<file path="config.mk">
export PLATFORM = sky130hd
export DESIGN_NAME = moonbase_nbus_master
export DESIGN_NICKNAME = d
export VERILOG_FILES = /design/src/rtl/moonbase_nbus_master.sv
export SDC_FILE = /design/constraint.sdc
export NUM_CORES = 1
export LEC_CHECK = 0
export CORE_UTILIZATION = 40
export DETAILED_ROUTE_END_ITERATION = 7
export DONT_BUFFER_PORTS = 1
export PLACE_DENSITY = 0.66
export SLEW_MARGIN = 20
export SYNTH_ARGS = -nofsm -noshare
export SYNTH_HDL_FRONTEND = slang
export SYNTH_SLANG_ARGS = --single-unit
</file>
<file path="constraint.sdc">
create_clock -name clk -period 2 [get_ports clk]
set_input_delay 0.1 -clock clk [delete_from_list [all_inputs] [get_ports clk]]
set_output_delay 0.1 -clock clk [all_outputs]
set_load 0.05 [all_outputs]
</file>
<file path="src/rtl/moonbase_nbus_master.sv">
// moonbase_nbus_master: serialises one memory/IO request per transaction onto a narrow strobed pin bus
// Address slices, optional IO-intro beat, then data nibbles; bus_wait stretches IO/data beats with a timeout.
module moonbase_nbus_master #(
   parameter int ADDR_W   = 12,
   parameter int DATA_W   = 12,
   parameter int NIB_W    = 4,
   parameter int ABEAT_W  = 6,
   parameter int IOC_W    = 3,
   parameter int MAX_WAIT = 15
) (
   input  logic                 clk,
   input  logic                 reset,
   input  logic                 req_valid,
   output logic                 req_ready,
   input  logic [ADDR_W-1:0]    req_addr,
   input  logic [DATA_W-1:0]    req_wdata,
   input  logic                 req_write,
   input  logic                 req_io,
   input  logic [IOC_W-1:0]     req_ioc,
   output logic                 rsp_valid,
   output logic [DATA_W-1:0]    rsp_rdata,
   output logic                 rsp_io_ready,
   output logic                 rsp_io_skip,
   output logic                 rsp_err,
   output logic [ABEAT_W+1:0]   bus_out,
   input  logic [NIB_W-1:0]     bus_in,
   input  logic                 bus_wait
);
   localparam int NA = (ADDR_W + ABEAT_W - 1) / ABEAT_W;
   localparam int ND = (DATA_W + NIB_W - 1) / NIB_W;
   localparam int AW = NA * ABEAT_W;
   localparam int DW = ND * NIB_W;
   localparam int BW = ABEAT_W + 2;
   localparam int CW = $clog2((NA > ND ? NA : ND) + 1);
   localparam int WW = $clog2(MAX_WAIT + 1) + 1;

   typedef enum logic [1:0] {S_IDLE, S_ADDR, S_IOB, S_DATA} state_t;

   state_t             state_q, state_d;
   logic [CW-1:0]      cnt_q, cnt_d;
   logic [WW-1:0]      wait_q, wait_d;
   logic [AW-1:0]      addr_q, addr_d;
   logic [DW-1:0]      wdat_q, wdat_d, rbuf_q, rbuf_d;
   logic               write_q, write_d, io_q, io_d, io_rdy_q, io_rdy_d, io_skp_q, io_skp_d;
   logic [IOC_W-1:0]   ioc_q, ioc_d;
   logic [BW-1:0]      bus_out_q, bus_out_d;
   logic               rsp_valid_q, rsp_valid_d, rsp_io_ready_q, rsp_io_ready_d;
   logic               rsp_io_skip_q, rsp_io_skip_d, rsp_err_q, rsp_err_d;
   logic [DATA_W-1:0]  rsp_rdata_q, rsp_rdata_d;
   logic               waited, tmo;

   assign waited = (state_q == S_IOB || state_q == S_DATA) && bus_wait;
   assign wait_d = waited ? wait_q + 1'b1 : '0;
   assign tmo    = MAX_WAIT > 0 && waited && wait_d == WW'(MAX_WAIT);

   // Address and write data are shifted so the outgoing slice/nibble is always the top field
   always_comb begin
      state_d        = state_q;
      cnt_d          = cnt_q;
      addr_d         = addr_q;
      wdat_d         = wdat_q;
      rbuf_d         = rbuf_q;
      write_d        = write_q;
      io_d           = io_q;
      ioc_d          = ioc_q;
      io_rdy_d       = io_rdy_q;
      io_skp_d       = io_skp_q;
      rsp_valid_d    = 1'b0;
      rsp_rdata_d    = rsp_rdata_q;
      rsp_io_ready_d = rsp_io_ready_q;
      rsp_io_skip_d  = rsp_io_skip_q;
      rsp_err_d      = rsp_err_q;
      case (state_q)
         S_IDLE: if (req_valid) begin
            state_d  = S_ADDR;
            cnt_d    = '0;
            addr_d   = AW'(req_addr);
            wdat_d   = DW'(req_wdata);
            rbuf_d   = '0;
            write_d  = req_write;
            io_d     = req_io;
            ioc_d    = req_ioc;
            io_rdy_d = 1'b0;
            io_skp_d = 1'b0;
         end
         S_ADDR: begin
            addr_d  = addr_q << ABEAT_W;
            cnt_d   = (cnt_q == CW'(NA - 1)) ? '0 : cnt_q + 1'b1;
            state_d = (cnt_q == CW'(NA - 1)) ? (io_q ? S_IOB : S_DATA) : S_ADDR;
         end
         S_IOB: if (!bus_wait) begin
            io_rdy_d = bus_in[0];
            io_skp_d = bus_in[1];
            state_d  = S_DATA;
         end
         default: if (!bus_wait) begin
            rbuf_d = (rbuf_q << NIB_W) | DW'(bus_in);
            wdat_d = wdat_q << NIB_W;
            cnt_d  = cnt_q + 1'b1;
            if (cnt_q == CW'(ND - 1)) begin
               state_d        = S_IDLE;
               rsp_valid_d    = 1'b1;
               rsp_rdata_d    = write_q ? '0 : rbuf_d[DATA_W-1:0];
               rsp_io_ready_d = io_rdy_q;
               rsp_io_skip_d  = io_skp_q;
               rsp_err_d      = 1'b0;
            end
         end
      endcase
      if (tmo) begin
         state_d        = S_IDLE;
         rsp_valid_d    = 1'b1;
         rsp_err_d      = 1'b1;
         rsp_rdata_d    = '0;
         rsp_io_ready_d = 1'b0;
         rsp_io_skip_d  = 1'b0;
      end
      bus_out_d = state_d == S_ADDR ? (BW'({1'b1, cnt_d == CW'(NA - 1)}) << ABEAT_W) | BW'(addr_d[AW-1 -: ABEAT_W])
                : state_d == S_IOB  ? (BW'(2'b10) << NIB_W) | BW'(ioc_d)
                : state_d == S_DATA ? (BW'(cnt_d == CW'(ND - 1)) << (BW - 2)) | (BW'(write_d) << NIB_W)
                                      | (write_d ? BW'(wdat_d[DW-1 -: NIB_W]) : '0)
                : BW'(2'b11) << NIB_W;
   end

   always_ff @(posedge clk) begin
      if (reset) begin
         state_q        <= S_IDLE;
         cnt_q          <= '0;
         wait_q         <= '0;
         addr_q         <= '0;
         wdat_q         <= '0;
         rbuf_q         <= '0;
         write_q        <= 1'b0;
         io_q           <= 1'b0;
         ioc_q          <= '0;
         io_rdy_q       <= 1'b0;
         io_skp_q       <= 1'b0;
         bus_out_q      <= BW'(2'b11) << NIB_W;
         rsp_valid_q    <= 1'b0;
         rsp_rdata_q    <= '0;
         rsp_io_ready_q <= 1'b0;
         rsp_io_skip_q  <= 1'b0;
         rsp_err_q      <= 1'b0;
      end else begin
         state_q        <= state_d;
         cnt_q          <= cnt_d;
         wait_q         <= wait_d;
         addr_q         <= addr_d;
         wdat_q         <= wdat_d;
         rbuf_q         <= rbuf_d;
         write_q        <= write_d;
         io_q           <= io_d;
         ioc_q          <= ioc_d;
         io_rdy_q       <= io_rdy_d;
         io_skp_q       <= io_skp_d;
         bus_out_q      <= bus_out_d;
         rsp_valid_q    <= rsp_valid_d;
         rsp_rdata_q    <= rsp_rdata_d;
         rsp_io_ready_q <= rsp_io_ready_d;
         rsp_io_skip_q  <= rsp_io_skip_d;
         rsp_err_q      <= rsp_err_d;
      end
   end

   assign req_ready    = state_q == S_IDLE;
   assign bus_out      = bus_out_q;
   assign rsp_valid    = rsp_valid_q;
   assign rsp_rdata    = rsp_rdata_q;
   assign rsp_io_ready = rsp_io_ready_q;
   assign rsp_io_skip  = rsp_io_skip_q;
   assign rsp_err      = rsp_err_q;
endmodule

</file>
==> summary.txt, run 1 <==
row count -> 32
vias in the first global route -> 2,552
#FFs+latches synth -> 72
Final Hold Fails -> 0
GRT Util Overall -> 19.2%
Chip Height -> 91.1 um
Yosys cell types -> 47
io pins -> 62
final core occ -> 50.8%
total gr overflow -> 0
Root Driver -> clkbuf_8
WL/cell -> 15.7 um
worst vdd rail ir drop -> 0.000510 V
Max Buffers Root-to-Sink -> 2
Final Skew -> 10.4 ps
static leakage -> 1.44 nW
Post-Syn Nets -> 404
register area -> 0.00145 mm^2
EDFF count, synth -> 0
PwrDens -> 1060 mW/mm^2
largest net degree at the start of global routing -> 46
final wirelength -> 7790 um
class of the worst hold path -> primary input to flip-flop
Initial Util -> 41.3%
endpoints failing setup -> 0
fin. max-slew vios -> 0
Die ar. -> 0.00830 mm^2
nets -> 432
async set or reset register ratio after synthesis -> 0%
status -> complete, no violations
vias post-DR -> 2,652
Max Cap Violations -> 0
Mapped Cells -> 359
DRC viols -> 0
CTS sink cnt -> 72
Area Overhead vs Synth -> 22.9%
Iter 0 DRT Violations -> 71
Worst setup EP type -> flip-flop
initial antenna violation count -> 1
Arr. time, crit path -> 2190 ps
DP HPWL -> 5210 um
vias per cell -> 5.36
FILL cells -> 742
first-pass GRT wire length -> 12,600 um
dominant synthesized flop cell -> dfxtp_1
synthesized area -> 0.00318 mm^2
syn avg cell area -> 8.85 um^2
RSZ-0062 raised after global routing -> true
WP data required -> 2230 ps
H-tree Lvls -> 3
Syn. warnings -> 0
CTS buffer count -> 9
Routed Antenna Nets -> 0
worst slew pin tran -> 564 ps
crit start category -> flip-flop
area of the multi-input gates -> 0.00168 mm^2
total iterations of the first detailed-routing run -> 4
period utilization -> 97.6%
Core Box Area -> 0.00769 mm^2
PortBufs -> 0
Worst-Skew Late Latency -> 350 ps
CTS tree -> yes
min cycle time layout -> 1950 ps
Relative slew margins -> 62.3%
sequential area share after synthesis -> 45.4%
placed instance area -> 0.00338 mm^2
gpl congestion -> 0.809
post-layout instance area -> 0.00390 mm^2
setup TNS -> 0 ps
clock-pin slew on the worst setup and hold paths -> 70 ps
Max Freq -> 0.512 GHz
crit-path max FO -> 4
critical path class -> flip-flop to flip-flop
share of cells above drive strength 1 -> 17.9%
DIE WIDTH -> 91.1 um
[report_power, final]
part           internal (mW)  switching, mW  leakage, nW
Combinational          0.477          0.578        0.746
Sequential              1.58          0.223        0.587
Clock                  0.709          0.574        0.103
[metal layers]
layer	part of all wire, %	global-route usage (%)	vias to the layer above	wire [um]
met2	47	30.9	54	3630
met4	1.6	7.41	0	125
met5	0	0	-	0
met3	4.9	5.70	12	382
met1	47	24.2	1259	3650
li1	-	-	1327	-
[kinds of logic after synthesis]
kind of cell / after synthesis / synth area share, %
compound gates: 91 / 18.7
buf+inv: 33 / 4.14
mux: 21 / 7.01
flops: 72 / 45.4
simple gates: 130 / 20.5
fa+ha+maj: 8 / 3.15
xor+xnor: 4 / 1.10
[final cells by class]
type                       instances  share of cell area [%]
clock buffer                      10                    3.27
sequential                        72                    37.1
antenna                            1                  0.0641
clock inverter                     6                    2.37
inverter                           6                   0.577
timing repair buffer              44                    10.4
tap                              102                    3.27
multi-input combinational        254                    43.0
[worst max-delay path, stage by stage (launching register included)]
cell,delay [ps]
dfxtp_4,360
inv_2,90
ha_2,210
o21ai_1,70
or4b_1,550
o21bai_2,240
nor2_1,160
o2bb2ai_2,150
[synth_stat cells (2+ instances only)]
| cell | number | area share [%] |
|---|---|---|
| inv_1 | 6 | 0.71 |
| o21a_1 | 2 | 0.47 |
| nor2_1 | 52 | 6.1 |
| nor3b_1 | 13 | 3.1 |
| a31oi_1 | 2 | 0.39 |
| a221oi_1 | 4 | 1.1 |
| mux2_2 | 9 | 3.2 |
| nand2_1 | 28 | 3.3 |
| o2bb2ai_1 | 4 | 1.1 |
| ha_1 | 8 | 3.2 |
| dfxtp_1 | 72 | 45 |
| o21ai_0 | 7 | 1.1 |
| clkbuf_1 | 15 | 1.8 |
| xor2_1 | 3 | 0.83 |
| o221ai_1 | 4 | 1.1 |
| a22o_1 | 7 | 1.9 |
| a21oi_1 | 40 | 6.3 |
| nand3b_1 | 9 | 2.1 |
| a22oi_1 | 6 | 1.4 |
| buf_1 | 6 | 0.71 |
| a211oi_1 | 4 | 0.95 |
| nand2b_1 | 5 | 0.98 |
| or2_2 | 2 | 0.39 |
| nand3_1 | 8 | 1.3 |
| nor4_1 | 2 | 0.39 |
| mux2i_1 | 11 | 3.5 |
| a211o_1 | 4 | 1.1 |
| buf_2 | 6 | 0.95 |
| or4b_1 | 2 | 0.63 |
[registers in the layout, summed over array words and instances, names as in the netlist, 2 cells and up]
register   cells
addr_q        12
bus_out        8
cnt_q          2
ioc_q          3
rbuf_q         8
rsp_rdata     12
state_q        2
wait_q         5
wdat_q        12
[stage by stage]
stage                     instances  power, mW  hold slack, ps  setup WS [ps]
after floorplan                 359       2.51             236          -1.09
after global placement          456       2.75             176           62.8
after detailed placement        456       2.77             180          -13.5
after CTS                       493       4.11            1.47           5.07
after global routing            495       4.34            19.5          -37.1
final                           495       4.14            18.2           48.1
[worst paths after layout]
check | startpoint | endpoint | slack [ps] | depth (start not counted)
worst min-delay path | bus_wait | wdat_q[6] | 20 | 3
worst max-delay path | state_q[0] | bus_out[1] | 50 | 7
worst max register to register | state_q[0] | bus_out[1] | 50 | 7
worst min register to register | rbuf_q[6] | rbuf_q[6] | 450 | 2
[what timing repair did]
| action | in CTS | in global routing |
|---|---|---|
| resized for setup | 1 | 15 |
| endpoints found under the hold margin | 50 | 1 |
| endpoints found under the setup margin | 4 | 21 |
| pin swaps | 0 | 1 |
| hold buffers | 21 | 1 |
| buffers inserted | 0 | 0 |
[cell usage in the layout, fill, tap and decap left out, drive strengths merged, types with 4 or more instances in the layout]
| cell | count |
|---|---|
| a211o | 4 |
| a211oi | 4 |
| a21oi | 40 |
| a221oi | 4 |
| a22o | 7 |
| a22oi | 6 |
| buf | 23 |
| clkbuf | 10 |
| dfxtp | 72 |
| dlygate4sd3 | 21 |
| ha | 8 |
| inv | 7 |
| mux2 | 10 |
| mux2i | 11 |
| nand2 | 28 |
| nand2b | 5 |
| nand3 | 8 |
| nand3b | 9 |
| nor2 | 52 |
| nor3b | 13 |
| o21ai | 8 |
| o221ai | 4 |
| o2bb2ai | 4 |
Power figures use the tool's default switching activity.
==> run 2: changes to the inputs <==
--- a/config.mk
+++ b/config.mk
@@ -8,8 +8,7 @@
 export CORE_UTILIZATION = 40
 export DETAILED_ROUTE_END_ITERATION = 7
 export DONT_BUFFER_PORTS = 1
-export PLACE_DENSITY = 0.66
-export SLEW_MARGIN = 20
+export PLACE_DENSITY = 0.64
 export SYNTH_ARGS = -nofsm -noshare
 export SYNTH_HDL_FRONTEND = slang
 export SYNTH_SLANG_ARGS = --single-unit
==> constraint.sdc (replaced) <==
create_clock -name clk -period 1.8 [get_ports clk]
set_input_delay 0.09 -clock clk [delete_from_list [all_inputs] [get_ports clk]]
set_output_delay 0.09 -clock clk [all_outputs]
set_load 0.05 [all_outputs]
==> summary.txt, run 2 (same netlist as run 1, synthesis figures left out) <==
Final Skew -> 10.4 ps (about the same)
class of the worst hold path -> primary input to flip-flop (unchanged)
Reg2Reg Capture Point -> bus_out[1] (unchanged)
CTS sink cnt -> 72 (unchanged)
nets -> 454 (was 432)
Max Freq -> 0.518 GHz (was 0.512 GHz)
WP buf/inv -> 3 (was 1)
most common cell after layout, fill and taps aside -> dfxtp_1 (unchanged)
FF-to-FF path depth -> 9 (was 7)
Internal -> 3.21 mW (was 2.77 mW)
total gr overflow -> 0 (unchanged)
endpoints failing setup -> 14 (was 0)
status -> finished, violations left (was complete, no violations)
most frequent cells in the layout -> dfxtp_1 (70), nor2_1 (50), a21oi_1 (39), buf_4 (36), nand2_1 (28) (was dfxtp_1 (70), nor2_1 (50), a21oi_1 (40), nand2_1 (28), dlygate4sd3_1 (21))
CTS tree -> yes (unchanged)
period utilization -> 107% (was 97.6%)
crit-path max FO -> 10 (was 4)
WP data required -> 2090 ps (was 2230 ps)
Max Cap Violations -> 0 (unchanged)
Routed Antenna Nets -> 0 (unchanged)
flop2flop setup slack -> -130 ps (was 50 ps)
PortBufs -> 0 (unchanged)
first-pass GRT wire length -> 13,000 um (was 12,600 um)
post-layout instance area -> 0.00424 mm^2 (was 0.00390 mm^2)
fin. max-slew vios -> 0 (unchanged)
Worst Setup EP -> bus_out[1] (unchanged)
Arr. time, crit path -> 2220 ps (was 2190 ps)
final worst slack -> -131 ps (was 48.1 ps)
Max Buffers Root-to-Sink -> 2 (unchanged)
Sw Ratio -> 33.4% (was 33.2%)
vias post-DR -> 2,722 (was 2,652)
RR Startpoint -> state_q[0] (unchanged)
critical path, cell by cell -> inv_4, ha_4, buf_8, and2_4, mux2i_4, buf_6, a211o_1, mux2i_2, o2bb2ai_4 (was inv_2, ha_2, o21ai_1, or4b_1, o21bai_2, nor2_1, o2bb2ai_2)
placed instance area -> 0.00354 mm^2 (was 0.00338 mm^2)
CP max stage delay -> 390 ps (was 550 ps)
critical path class -> flip-flop to flip-flop (unchanged)
io pins -> 62 (unchanged)
DP HPWL -> 5190 um (was 5210 um)
setup TNS -> -693 ps (was 0 ps)
static leakage -> 1.58 nW (was 1.44 nW)
min cycle time layout -> 1930 ps (was 1950 ps)
Crit-path slowest cell -> dfxtp_4 (was or4b_1)
Crit path max-delay family -> multiplexers (was simple AND/OR/NAND/NOR gates)
Final Hold Fails -> 0 (unchanged)
diode count -> 0 (was 1)
Die ar. -> 0.00830 mm^2 (unchanged)
Iter 0 DRT Violations -> 75 (was 71)
worst vdd rail ir drop -> 0.000593 V (was 0.000510 V)
DRC viols -> 0 (unchanged)
Relative slew margins -> 64.2% (was 62.3%)
Root Driver -> clkbuf_8 (unchanged)
RSZ-0062 raised after global routing -> true (unchanged)
Area Overhead vs Synth -> 33.5% (was 22.9%)
violated checks -> setup timing
share of cells above drive strength 1 -> 25.6% (was 17.9%)
total iterations of the first detailed-routing run -> 4 (unchanged)
H-tree Lvls -> 3 (unchanged)
vias per cell -> 5.28 (was 5.36)
CTS buffer count -> 9 (unchanged)
row count -> 32 (unchanged)
gpl congestion -> 0.816 (was 0.809)
Initial Util -> 41.3% (unchanged)
Core Box Area -> 0.00769 mm^2 (unchanged)
number of cells on the critical path -> 9 (was 7)
Chip Height -> 91.1 um (unchanged)
Logic pwr share -> 28.4% (was 25.5%)
clock-pin slew on the worst setup and hold paths -> 80 ps (was 70 ps)
Clk pwr share -> 30.1% (was 31.0%)
WL/cell -> 15.3 um (was 15.7 um)
largest net degree at the start of global routing -> 46 (unchanged)
WHS -> 30.7 ps (was 18.2 ps)
final wirelength -> 7900 um (was 7790 um)
CP Launch Point -> state_q[0] (unchanged)
PwrDens -> 1140 mW/mm^2 (was 1060 mW/mm^2)
Worst-Skew Late Latency -> 350 ps (about the same)
total net switching power -> 1.61 mW (was 1.37 mW)
Worst setup EP type -> flip-flop (unchanged)
GRT Util Overall -> 19.7% (was 19.2%)
DIE WIDTH -> 91.1 um (unchanged)
crit start category -> flip-flop (unchanged)
Flop pwr share -> 41.5% (was 43.6%)
worst slew pin tran -> 536 ps (was 564 ps)
initial antenna violation count -> 0 (was 1)
vias in the first global route -> 2,731 (was 2,552)
## run 2: cell types whose count changed in the layout (fill, tap and decap cells not counted), sizes merged
cell / before / now
clkbuf: 10 / 9
clkinv: 1 / 0
dlygate4sd3: 21 / 20
buf: 23 / 46
diode: 1 / 0
inv: 7 / 9
## run 2: worst register-to-register path, delay by kind of cell (launching register included)
kind / cells / cell delay [ps]
DFF: 1 / 390
adders and majority gates: 1 / 160
and+or+nand+nor: 1 / 160
buffers and inverters: 3 / 340
muxes: 2 / 430
AOI/OAI and AO/OA: 2 / 390
## run 2: layout make-up
type	instances	area (um^2)
multi-input cells	254	1790
flip-flops and latches	72	1450
fillers	707	3450
clock inverters	7	101
repair buffers	66	621
inverters	6	27.5
well taps	102	128
clock buffers	9	124
## run 2: power by group through the flow
stage,clock [mW],sequential (mW),combinational (mW)
detailed placement,0,2.03,1.09
floorplan,0,2.00,0.790
global placement,0,2.03,1.07
global route,1.54,2.02,1.50
CTS,1.48,2.00,1.23
finish,1.45,2.00,1.37
## run 2: worst min path at each step
stage,endpoint,from,cells past startpoint
finish,wdat_q[6],req_wdata[6],4
global route,addr_q[8],req_addr[8],3
CTS,wdat_q[6],req_wdata[6],4
detailed placement,rsp_err,reset,1
global placement,rsp_err,reset,1
floorplan,io_q,req_io,2
## run 2: through the flow
stage	setup slack, ps	instances	util [%]	power [mW]
6_report	-131	516	55.2	4.82
3_3_place_gp	-115	475	46.0	3.10
5_1_grt	-185	516	55.2	5.07
4_1_cts	-103	513	53.2	4.71
3_5_place_dp	-183	475	46.0	3.12
2_1_floorplan	-201	359	-	2.79
## run 2: what timing repair did
action                     in CTS  in global routing
pin swaps                       3                  6
resized for setup              24                 24
setup endpoints to repair      27                 43
hold endpoints to repair       50                  0
hold buffers                   21                  0
setup buffers                   1                  3
## run 2: routing by layer
metal  vias to the layer above  track usage [%]  wire length [um]
li1                       1368                -                 -
met1                      1292             24.0              3670
met2                        47             31.9              3740
met3                        15             5.36               308
met4                         0             9.79               182
met5                         -                0                 0
